`config.mk`:
```
export PLATFORM = sky130hd
export DESIGN_NAME = obsluga_przelacznikow
export DESIGN_NICKNAME = d
export VERILOG_FILES = /design/src/rtl/obsluga_przelacznikow_pkg.sv /design/src/rtl/obsluga_przelacznikow_filtr.sv /design/src/rtl/obsluga_przelacznikow.sv
export SDC_FILE = /design/constraint.sdc
export NUM_CORES = 1
export LEC_CHECK = 0
export ABC_AREA = 1
export CAP_MARGIN = 10
export CORE_AREA = 2 2 120 122
export DETAILED_ROUTE_END_ITERATION = 12
export DIE_AREA = 0 0 122 124
export SETUP_SLACK_MARGIN = 0.05
export SYNTH_ARGS = -nofsm -noshare
export SYNTH_HDL_FRONTEND = slang
export SYNTH_SLANG_ARGS = --single-unit
```
`constraint.sdc`:
```
create_clock -name clk -period 3.2 [get_ports clk]
set_input_delay 0.48 -clock clk [delete_from_list [all_inputs] [get_ports clk]]
set_output_delay 0.48 -clock clk [all_outputs]
set_load 0.05 [all_outputs]
```
`src/rtl/obsluga_przelacznikow_pkg.sv`:
```
`default_nettype none
// ============================================================================
// Module   : pkg_sterownik
// Brief    : Shared state encoding, timing constants and width helpers for
//            the switch front-end.
// Revision : 1.0 - initial release
// ============================================================================
package pkg_sterownik;

    typedef enum logic [1:0] {
        ST_IDLE        = 2'd0,
        ST_REPEAT_UP   = 2'd1,
        ST_REPEAT_DOWN = 2'd2,
        ST_LOCK        = 2'd3
    } stan_t;

    // Board timing at 50 MHz
    localparam int unsigned c_DEBOUNCE_CYCLES = 500000;
    localparam int unsigned c_REPEAT_DELAY    = 25000000;
    localparam int unsigned c_REPEAT_PERIOD   = 10000000;

    // Shortened values for simulation
    localparam int unsigned c_SIM_DEBOUNCE_CYCLES = 4;
    localparam int unsigned c_SIM_REPEAT_DELAY    = 20;
    localparam int unsigned c_SIM_REPEAT_PERIOD   = 8;

    // Bit positions of the switches in the packed vectors
    localparam int c_IDX_SW2 = 0;
    localparam int c_IDX_SW5 = 1;
    localparam int c_IDX_SW6 = 2;

    function automatic int unsigned licznik_szer(input int unsigned n);
        return (n > 1) ? $clog2(n) : 1;
    endfunction

    function automatic int unsigned max_u(input int unsigned a, input int unsigned b);
        return (a > b) ? a : b;
    endfunction

endpackage
`default_nettype wire

```
`src/rtl/obsluga_przelacznikow_filtr.sv`:
```
`default_nettype none
// ============================================================================
// Module   : filtr_drgan_styku
// Brief    : Two-flop synchroniser, debounce counter and press-edge flag for
//            one active-low switch.
// Revision : 1.0 - initial release
// ============================================================================
module filtr_drgan_styku
    import pkg_sterownik::*;
#(
    parameter int unsigned DEBOUNCE_CYCLES = c_DEBOUNCE_CYCLES
) (
    input  logic clk,
    input  logic rst,
    input  logic switch_n,
    output logic stable_level,
    output logic press_edge,
    output logic quiet
);

    localparam int unsigned            c_CNT_W    = licznik_szer(DEBOUNCE_CYCLES);
    localparam logic [c_CNT_W-1:0]     c_CNT_LAST = c_CNT_W'(DEBOUNCE_CYCLES - 1);

    logic               r_sync_1;
    logic               r_sync_2;
    logic               r_stable;
    logic               r_press;
    logic [1:0]         r_primed;
    logic [c_CNT_W-1:0] r_cnt;

    logic w_mismatch;
    logic w_flip;

    assign w_mismatch = (r_sync_2 != r_stable);
    assign w_flip     = w_mismatch && (r_cnt == c_CNT_LAST);

    always_ff @(posedge clk or posedge rst) begin
        if (rst) begin
            r_sync_1 <= 1'b1;
            r_sync_2 <= 1'b1;
            r_stable <= 1'b1;
            r_press  <= 1'b0;
            r_primed <= 2'b00;
            r_cnt    <= '0;
        end else begin
            r_sync_1 <= switch_n;
            r_sync_2 <= r_sync_1;
            r_primed <= {r_primed[0], 1'b1};
            r_press  <= w_flip && r_stable;
            if (w_flip) begin
                r_stable <= r_sync_2;
                r_cnt    <= '0;
            end else if (w_mismatch) begin
                r_cnt <= r_cnt + 1'b1;
            end else begin
                r_cnt <= '0;
            end
        end
    end

    assign stable_level = r_stable;
    assign press_edge   = r_press;
    // Quiet only once the synchroniser holds real samples that agree with the
    // stable level, so a key held through reset is not mistaken for released.
    assign quiet        = r_primed[1] && !w_mismatch;

endmodule
`default_nettype wire

```
`src/rtl/obsluga_przelacznikow.sv`:
```
`default_nettype none
// ============================================================================
// Module   : obsluga_przelacznikow
// Brief    : Debounces the three board switches and decodes them into
//            single-cycle RPM / start / stop commands with auto-repeat.
// Revision : 1.0 - initial release
// ============================================================================
module obsluga_przelacznikow
    import pkg_sterownik::*;
#(
    parameter int unsigned DEBOUNCE_CYCLES = c_DEBOUNCE_CYCLES,
    parameter int unsigned REPEAT_DELAY    = c_REPEAT_DELAY,
    parameter int unsigned REPEAT_PERIOD   = c_REPEAT_PERIOD
) (
    input  logic       clk,
    input  logic       rst,
    input  logic       switch_2,
    input  logic       switch_5,
    input  logic       switch_6,
    output logic       zwieksz_rpm,
    output logic       zmniejsz_rpm,
    output logic       zadanie_rozruchu,
    output logic       zatrzymanie,
    output logic [2:0] przycisniete
);

    localparam int unsigned        c_RPT_W       = licznik_szer(max_u(REPEAT_DELAY, REPEAT_PERIOD));
    localparam logic [c_RPT_W-1:0] c_DELAY_LAST  = c_RPT_W'(REPEAT_DELAY - 1);
    localparam logic [c_RPT_W-1:0] c_PERIOD_LAST = c_RPT_W'(REPEAT_PERIOD - 1);

    logic [2:0] w_raw;
    logic [2:0] w_stable;
    logic [2:0] w_edge;
    logic [2:0] w_quiet;
    logic [2:0] w_wcisniete;

    assign w_raw = {switch_6, switch_5, switch_2};

    generate
        for (genvar gi = 0; gi < 3; gi++) begin : g_filtr
            filtr_drgan_styku #(
                .DEBOUNCE_CYCLES (DEBOUNCE_CYCLES)
            ) u_filtr (
                .clk          (clk),
                .rst          (rst),
                .switch_n     (w_raw[gi]),
                .stable_level (w_stable[gi]),
                .press_edge   (w_edge[gi]),
                .quiet        (w_quiet[gi])
            );
        end
    endgenerate

    assign w_wcisniete  = ~w_stable;
    assign przycisniete = w_wcisniete;

    stan_t              r_stan;
    logic [c_RPT_W-1:0] r_rpt_cnt;
    logic               r_pierwszy;
    logic               r_zwieksz;
    logic               r_zmniejsz;
    logic               r_rozruch;
    logic               r_stop;

    logic               w_own;
    logic               w_other;
    logic [c_RPT_W-1:0] w_rpt_last;

    // Owning key and "any other key" for whichever repeat state is active
    always_comb begin
        w_own   = 1'b0;
        w_other = 1'b0;
        if (r_stan == ST_REPEAT_UP) begin
            w_own   = w_wcisniete[c_IDX_SW6];
            w_other = w_wcisniete[c_IDX_SW2] | w_wcisniete[c_IDX_SW5];
        end else begin
            w_own   = w_wcisniete[c_IDX_SW5];
            w_other = w_wcisniete[c_IDX_SW2] | w_wcisniete[c_IDX_SW6];
        end
    end

    assign w_rpt_last = r_pierwszy ? c_DELAY_LAST : c_PERIOD_LAST;

    always_ff @(posedge clk or posedge rst) begin
        if (rst) begin
            r_stan     <= ST_LOCK;
            r_rpt_cnt  <= '0;
            r_pierwszy <= 1'b1;
            r_zwieksz  <= 1'b0;
            r_zmniejsz <= 1'b0;
            r_rozruch  <= 1'b0;
            r_stop     <= 1'b0;
        end else begin
            r_zwieksz  <= 1'b0;
            r_zmniejsz <= 1'b0;
            r_rozruch  <= 1'b0;
            r_stop     <= 1'b0;
            case (r_stan)
                ST_IDLE: begin
                    if (w_edge[c_IDX_SW5] && w_edge[c_IDX_SW6]) begin
                        r_stan <= ST_LOCK;
                    end else if (w_edge[c_IDX_SW6] && w_wcisniete[c_IDX_SW2]) begin
                        r_rozruch <= 1'b1;
                        r_stan    <= ST_LOCK;
                    end else if (w_edge[c_IDX_SW5] && w_wcisniete[c_IDX_SW2]) begin
                        r_stop <= 1'b1;
                        r_stan <= ST_LOCK;
                    end else if (w_edge[c_IDX_SW6]) begin
                        r_zwieksz  <= 1'b1;
                        r_stan     <= ST_REPEAT_UP;
                        r_rpt_cnt  <= '0;
                        r_pierwszy <= 1'b1;
                    end else if (w_edge[c_IDX_SW5]) begin
                        r_zmniejsz <= 1'b1;
                        r_stan     <= ST_REPEAT_DOWN;
                        r_rpt_cnt  <= '0;
                        r_pierwszy <= 1'b1;
                    end else if (w_edge[c_IDX_SW2]) begin
                        r_stan <= ST_IDLE;
                    end
                end
                ST_REPEAT_UP, ST_REPEAT_DOWN: begin
                    // Leaving the state always beats a due repeat pulse
                    if (w_other) begin
                        r_stan <= ST_LOCK;
                    end else if (!w_own) begin
                        r_stan <= ST_IDLE;
                    end else if (r_rpt_cnt == w_rpt_last) begin
                        if (r_stan == ST_REPEAT_UP) begin
                            r_zwieksz <= 1'b1;
                        end else begin
                            r_zmniejsz <= 1'b1;
                        end
                        r_rpt_cnt  <= '0;
                        r_pierwszy <= 1'b0;
                    end else begin
                        r_rpt_cnt <= r_rpt_cnt + 1'b1;
                    end
                end
                ST_LOCK: begin
                    if ((&w_stable) && (&w_quiet)) begin
                        r_stan <= ST_IDLE;
                    end
                end
                default: begin
                    r_stan <= ST_LOCK;
                end
            endcase
        end
    end

    assign zwieksz_rpm      = r_zwieksz;
    assign zmniejsz_rpm     = r_zmniejsz;
    assign zadanie_rozruchu = r_rozruch;
    assign zatrzymanie      = r_stop;

endmodule
`default_nettype wire

```
# ---- Yosys cells after proc, flatten, opt, wreduce, memory -nomap -nowiden
# Cells that the tools add are included.
dict set report word_totals {
  regBits 107
  latchBits 0
  ramBits 0
  mem_bits_ro 0
  inputBits 5
  output_inout_bits 7
  elab_cells 139
  mem_count 0
}
dict set report op_classes {
  addsub 4
  multipliers 0
  div_mod_pow 0
  magnitude_cmp 0
  n_eq_ne 20
  shift 0
  n_mux 63
  n_bitwise 3
  reduce_logical 24
}
# cell n
set op_table {}
lappend op_table {{2-to-1 mux 25 bit} 9}
lappend op_table {{2-to-1 mux 19 bit} 6}
lappend op_table {{adder 19 x 1 -> 19 bit, second input constant} 3}
lappend op_table {{equality test 19 bit, second input constant} 3}
lappend op_table {{one-hot mux 25 bit (2 select lines)} 1}
lappend op_table {{2-to-1 mux 1 bit} 34}
lappend op_table {{adder 25 x 1 -> 25 bit, second input constant} 1}
lappend op_table {{equality test 25 bit} 1}
lappend op_table {{2-to-1 mux 2 bit} 9}
lappend op_table {{inequality test 2 bit, second input constant} 7}
lappend op_table {{logical AND 1 bit} 13}
lappend op_table {{AND reduction 3 bit} 3}
lappend op_table {{AND reduction 8 bit} 1}
lappend op_table {{inequality test 7 x 4 -> 1 bit, second input constant} 1}
lappend op_table {{AND reduction 7 bit} 1}
lappend op_table {{one-hot mux 1 bit (2 select lines)} 3}
lappend op_table {{one-hot mux 2 bit (3 select lines)} 1}
lappend op_table {{equality test 2 bit, second input constant} 2}
lappend op_table {{logical NOT 1 bit} 3}
lappend op_table {{inequality test 1 bit} 3}
lappend op_table {{inequality test 3 x 1 -> 1 bit, second input constant} 1}
lappend op_table {{inequality test 3 bit, second input constant} 1}
lappend op_table {{inverter 3 bit} 1}
lappend op_table {{equality test 2 x 1 -> 1 bit, second input constant} 1}
lappend op_table {{4 further kinds} 5}

# ---- Logic depth before layout (Yosys ltp)
dict set report depth {
  word_depth 7
  depth_mapped 13
  mapped_depth_nobuf 12
}

# ---- Modules after synthesis
# A second synthesis with hierarchy kept.
dict set report unflattened {
  hier_cells 876
  hier_area_um2 6288.5
}
# module n_inst cells_per_inst area_each_um2 seq_area_each_um2
set by_module_without_submodules {}
lappend by_module_without_submodules {{filtr_drgan_styku (g_filtr[0].u_filtr ...)} 2 180 1353.8 629.4}
lappend by_module_without_submodules {obsluga_przelacznikow 1 343 2258.4 804.5}
lappend by_module_without_submodules {{filtr_drgan_styku (g_filtr[1].u_filtr)} 1 173 1322.5 629.4}

# ---- Least setup slack after synthesis
# Ideal clock, no wire load.
dict set report synth_path {
  kind {register to register}
  start {reg r_stan[0]}
  end {reg r_rpt_cnt[10]}
  setup_ns 0.117
  arrival_time_ns 1.651
  required_time_ns 3.083
  setup_slack_ns 1.432
  stages_incl_launch_ff 12
  path_buffers 1
  path_cell_list {dfstp_2 -> inv_1 -> ha_1 -> inv_1 -> a21oi_1 -> o21ai_1 -> nand2_1 -> nor2_2 -> buf_4 -> nand3b_1 -> nor2_1 -> nor2_1}
}
dict set report synth_via {
  elab_chain_cells 4
  word_cells_on_any_way 15
}
# element line
set synth_lines {}
lappend synth_lines {{start, declared} obsluga_przelacznikow.sv:57} ;# stan_t r_stan;
lappend synth_lines {{start signal, assigned} obsluga_przelacznikow.sv:86} ;# r_stan <= ST_LOCK;
lappend synth_lines {{start signal, assigned} obsluga_przelacznikow.sv:101} ;# r_stan <= ST_LOCK;
lappend synth_lines {{start signal, assigned} obsluga_przelacznikow.sv:104} ;# r_stan <= ST_LOCK;
lappend synth_lines {{equality test 2 x 1 -> 1 bit or equality test 2 bit (tied branches)} {obsluga_przelacznikow.sv:73, obsluga_przelacznikow.sv:98}}
lappend synth_lines {{2-to-1 mux 1 bit or OR reduction 2 bit (tied branches)} {obsluga_przelacznikow.sv:73, obsluga_przelacznikow.sv:98}}
lappend synth_lines {{inequality test 2 bit (no line) or nonzero test 2 bit (tied branches)} n/a}
lappend synth_lines {{AND reduction 7 bit (no line)} n/a}
lappend synth_lines {{end signal, assigned} obsluga_przelacznikow.sv:137} ;# r_rpt_cnt <= r_rpt_cnt + 1'b1;
lappend synth_lines {{end, declared} obsluga_przelacznikow.sv:58} ;# logic [c_RPT_W-1:0] r_rpt_cnt;
# Parallel ways exist; a longest one is shown, timed or not.
# A chain may end at the register's enable or synchronous reset.

# ---- Worst setup path in the final report
dict set report layout_path {
  start {reg r_stan[0]}
  end {reg r_rpt_cnt[19]}
}
# The elaborated chain is that of the path after synthesis.

==> flow_summary.ini <==
[die]
start_util_pct = 44.9
row_count = 43
die_w_um = 122
die_area_sq_um = 15100
ios = 12
chipHeight_um = 124
core-area_sq_um = 13700

[global_route]
grt_pass1_vias = 5394
grt_max_degree = 80
grt_pass1_wl_mm = 24.9
overflow = 0
antenna_found_initial = 0
grt_use_total_pct = 20.6

[synthesis]
synth_top_area_share_pct = 37.0
synth_top_area_cell = dfrtp_1
yosysUniqueCellTypes = 33
synth_top_cells_by_area = dfrtp_1, nand2_1, nor2_1, nand3_1, inv_1
yosysSeqAreaShare_pct = 42.1
syn-num-nets = 888
ys_ff_latch = 103
syn_avg_cell_area_sq_um = 7.03
syn_area_sq_um = 6160
syn_inst = 876
yosys_warnings = 0

[cells_and_area]
drive_above_1_share_pct = 4.58
layout.nets = 902
areaGrowthSynthToFinish_pct = 9.95
diodes = 0
fin_util_pct = 49.4
nFillCells = 1371

[route]
route.vias.total = 5626
wl_mm = 14.3
drt_pass1_iterations = 5
final_antenna_net_count = 0
vias_per_cell = 5.23
routedWlPerCell_um = 13.3
drt_iter0_markers = 387
drc = 0

[cts]
cts_max_level = 3
clock_sinks = 103
clk_transition_reported_paths_ns = 0.07
cts_buffers = 9
cts_root_buf = clkbuf_16
cts_buffer_depth = 2
cts_setup_buffers = 0
cts_tree = done
cts_hold_buf = 0
cts_resized = 0
insertion_delay_ns = 0.36

[critical_path]
path_class = flop to flop
cp_top_family = simple AND/OR/NAND/NOR gates
crit_chain = inv_1, ha_1, nand2_1, nand3_1, nor2_2, nand2_1, inv_1, nor2_1
cp_max_fo = 15
arrival_ns = 2.65
max_stage_delay_ns = 0.56
start_kind = flop
slowest_stage = dfstp_2
required_ns = 3.44
end_kind = flop
crit_buf_inv = 2

[place]
portBuffers = 11
place.gp.congestion = 0.902
dp_hpwl_mm = 10.5

[timing]
maxSlewHeadroom_pct = 63.4
tightest_slew_ns = 0.548
period_share_pct = 75.3
fin_tns_setup_ns = 0
rsz0062_at_grt = no
slew_violations = 0
fmax_mhz = 415
fin_worst_skew_ns = 0.00830
finalHoldViolCount = 0
fin_crit_ns = 2.41
setup_violations = 0

[flow_run]
drv_cap = 0

[power_and_ir_drop]
peakVddDrop_mv = 0.300
pwr_density_cell_nw_per_um2 = 374
p_leak_nw = 2.83

[outcome]
status = finished clean

[min_path]
hold_class = flop to flop
## where the power goes
| part | switching (mW) | leakage [nW] | internal, mW |
|---|---|---|---|
| Sequential | 0.0154 | 1.38 | 1.32 |
| Clock | 0.509 | 0.141 | 0.616 |
| Combinational | 0.0532 | 1.30 | 0.0213 |
## final timing paths
check	endpoint	slack [ns]	start	depth (start not counted)
worst max-delay path	r_rpt_cnt[19]	0.79	r_stan[0]	8
worst min-delay path	g_filtr[0].u_filtr.r_sync_2	0.36	g_filtr[0].u_filtr.r_sync_1	0
worst max register to register	r_rpt_cnt[19]	0.79	r_stan[0]	8
worst min register to register	g_filtr[0].u_filtr.r_sync_2	0.36	g_filtr[0].u_filtr.r_sync_1	0
max in group asynchronous	r_pierwszy	1.88	rst	3
min in group asynchronous	g_filtr[2].u_filtr.r_cnt[11]	0.52	rst	2
## sequential cells by signal (all words and copies together) (netlist names)
| name | flops |
|---|---|
| g_filtr.u_filtr.r_primed | 2 |
| zmniejsz_rpm | 1 |
| r_pierwszy | 1 |
| zatrzymanie | 1 |
| zwieksz_rpm | 1 |
| zadanie_rozruchu | 1 |
| g_filtr.u_filtr.press_edge | 3 |
| g_filtr.u_filtr.r_sync_2 | 3 |
| g_filtr.u_filtr.r_cnt | 57 |
| r_stan | 2 |
| g_filtr.u_filtr.stable_level | 3 |
| r_rpt_cnt | 25 |
| g_filtr.u_filtr.r_sync_1 | 3 |
## metrics by stage
stage | power, mW | cell area, sq um | std cells | worst slack [ns] | hold WS (ns)
floorplan | 1.41 | 6160 | 876 | 1.43 | 0.331
global placement | 1.43 | 6480 | 1059 | 0.874 | 0.341
detailed placement | 1.44 | 6480 | 1059 | 0.783 | 0.347
CTS | 2.57 | 6770 | 1075 | 0.771 | 0.358
global route | 2.63 | 6770 | 1075 | 0.545 | 0.359
finish | 2.53 | 6770 | 1075 | 0.790 | 0.356
## logic make-up (layout without fill, tap and decap cells)
logic type               count (synthesis)  after routing  share of synthesized area (%)
XOR/XNOR                                30             30                           4.87
flip-flops                             103            103                           42.1
AO/OA/AOI/OAI                           48             48                           4.41
other                                    1              1                         0.0609
AND/OR/NAND/NOR                        573            573                           39.9
adder cells (fa/ha/maj)                  7              7                           1.42
buffers and inverters                  114            133                           7.21
## layer usage
| metal | vias up | GRT usage (%) | wire length, um |
|---|---|---|---|
| met4 | 0 | 7.33 | 291 |
| met5 | - | 0 | 0 |
| met1 | 2608 | 27.2 | 6700 |
| li1 | 2845 | - | - |
| met3 | 24 | 4.49 | 628 |
| met2 | 149 | 33.4 | 6710 |
## layout by cell type, fill, tap and decap left out, types with 7 or more instances in the layout
cell	count
nand2_1	234
nor2_1	162
dfstp_2	12
o21ai_1	7
ha_1	7
xnor2_1	11
nand4_1	36
clkbuf_16	9
nor3_1	44
clkdlybuf4s50_1	11
o21ai_0	15
dfrtp_1	91
nand3_1	75
a21oi_1	13
o21bai_1	7
inv_1	97
xor2_1	17
nor4_1	9
## layout make-up
class / count / area [sq um] / share of cell area [%]
multi-input combinational: 659 / 3120 / 46.1
timing repair buffer: 14 / 145 / 2.14
tap: 180 / 225 / 3.33
clock buffer: 11 / 233 / 3.44
clock inverter: 5 / 63.8 / 0.942
sequential: 103 / 2590 / 38.3
inverter: 103 / 390 / 5.76
## synthesized netlist by cell type
cell type  number
a21bo_2         1
a21oi_1        13
a31oi_1         3
and2_1          1
buf_2           7
buf_4           2
clkbuf_1        2
clkinv_1        2
conb_1          1
dfrtp_1        91
dfstp_2        12
ha_1            7
inv_1          98
inv_2           3
nand2_1       234
nand3_1        75
nand3_2         1
nand3b_1        3
nand4_1        36
nor2_1        162
nor2_2          3
nor3_1         44
nor3_2          1
nor3b_1         3
nor4_1          9
o21ai_0        15
o21ai_1         7
o21bai_1        7
o31ai_1         2
or2_1           1
xnor2_1        11
xnor2_4         2
xor2_1         17
(Power assumes the default switching activity.)
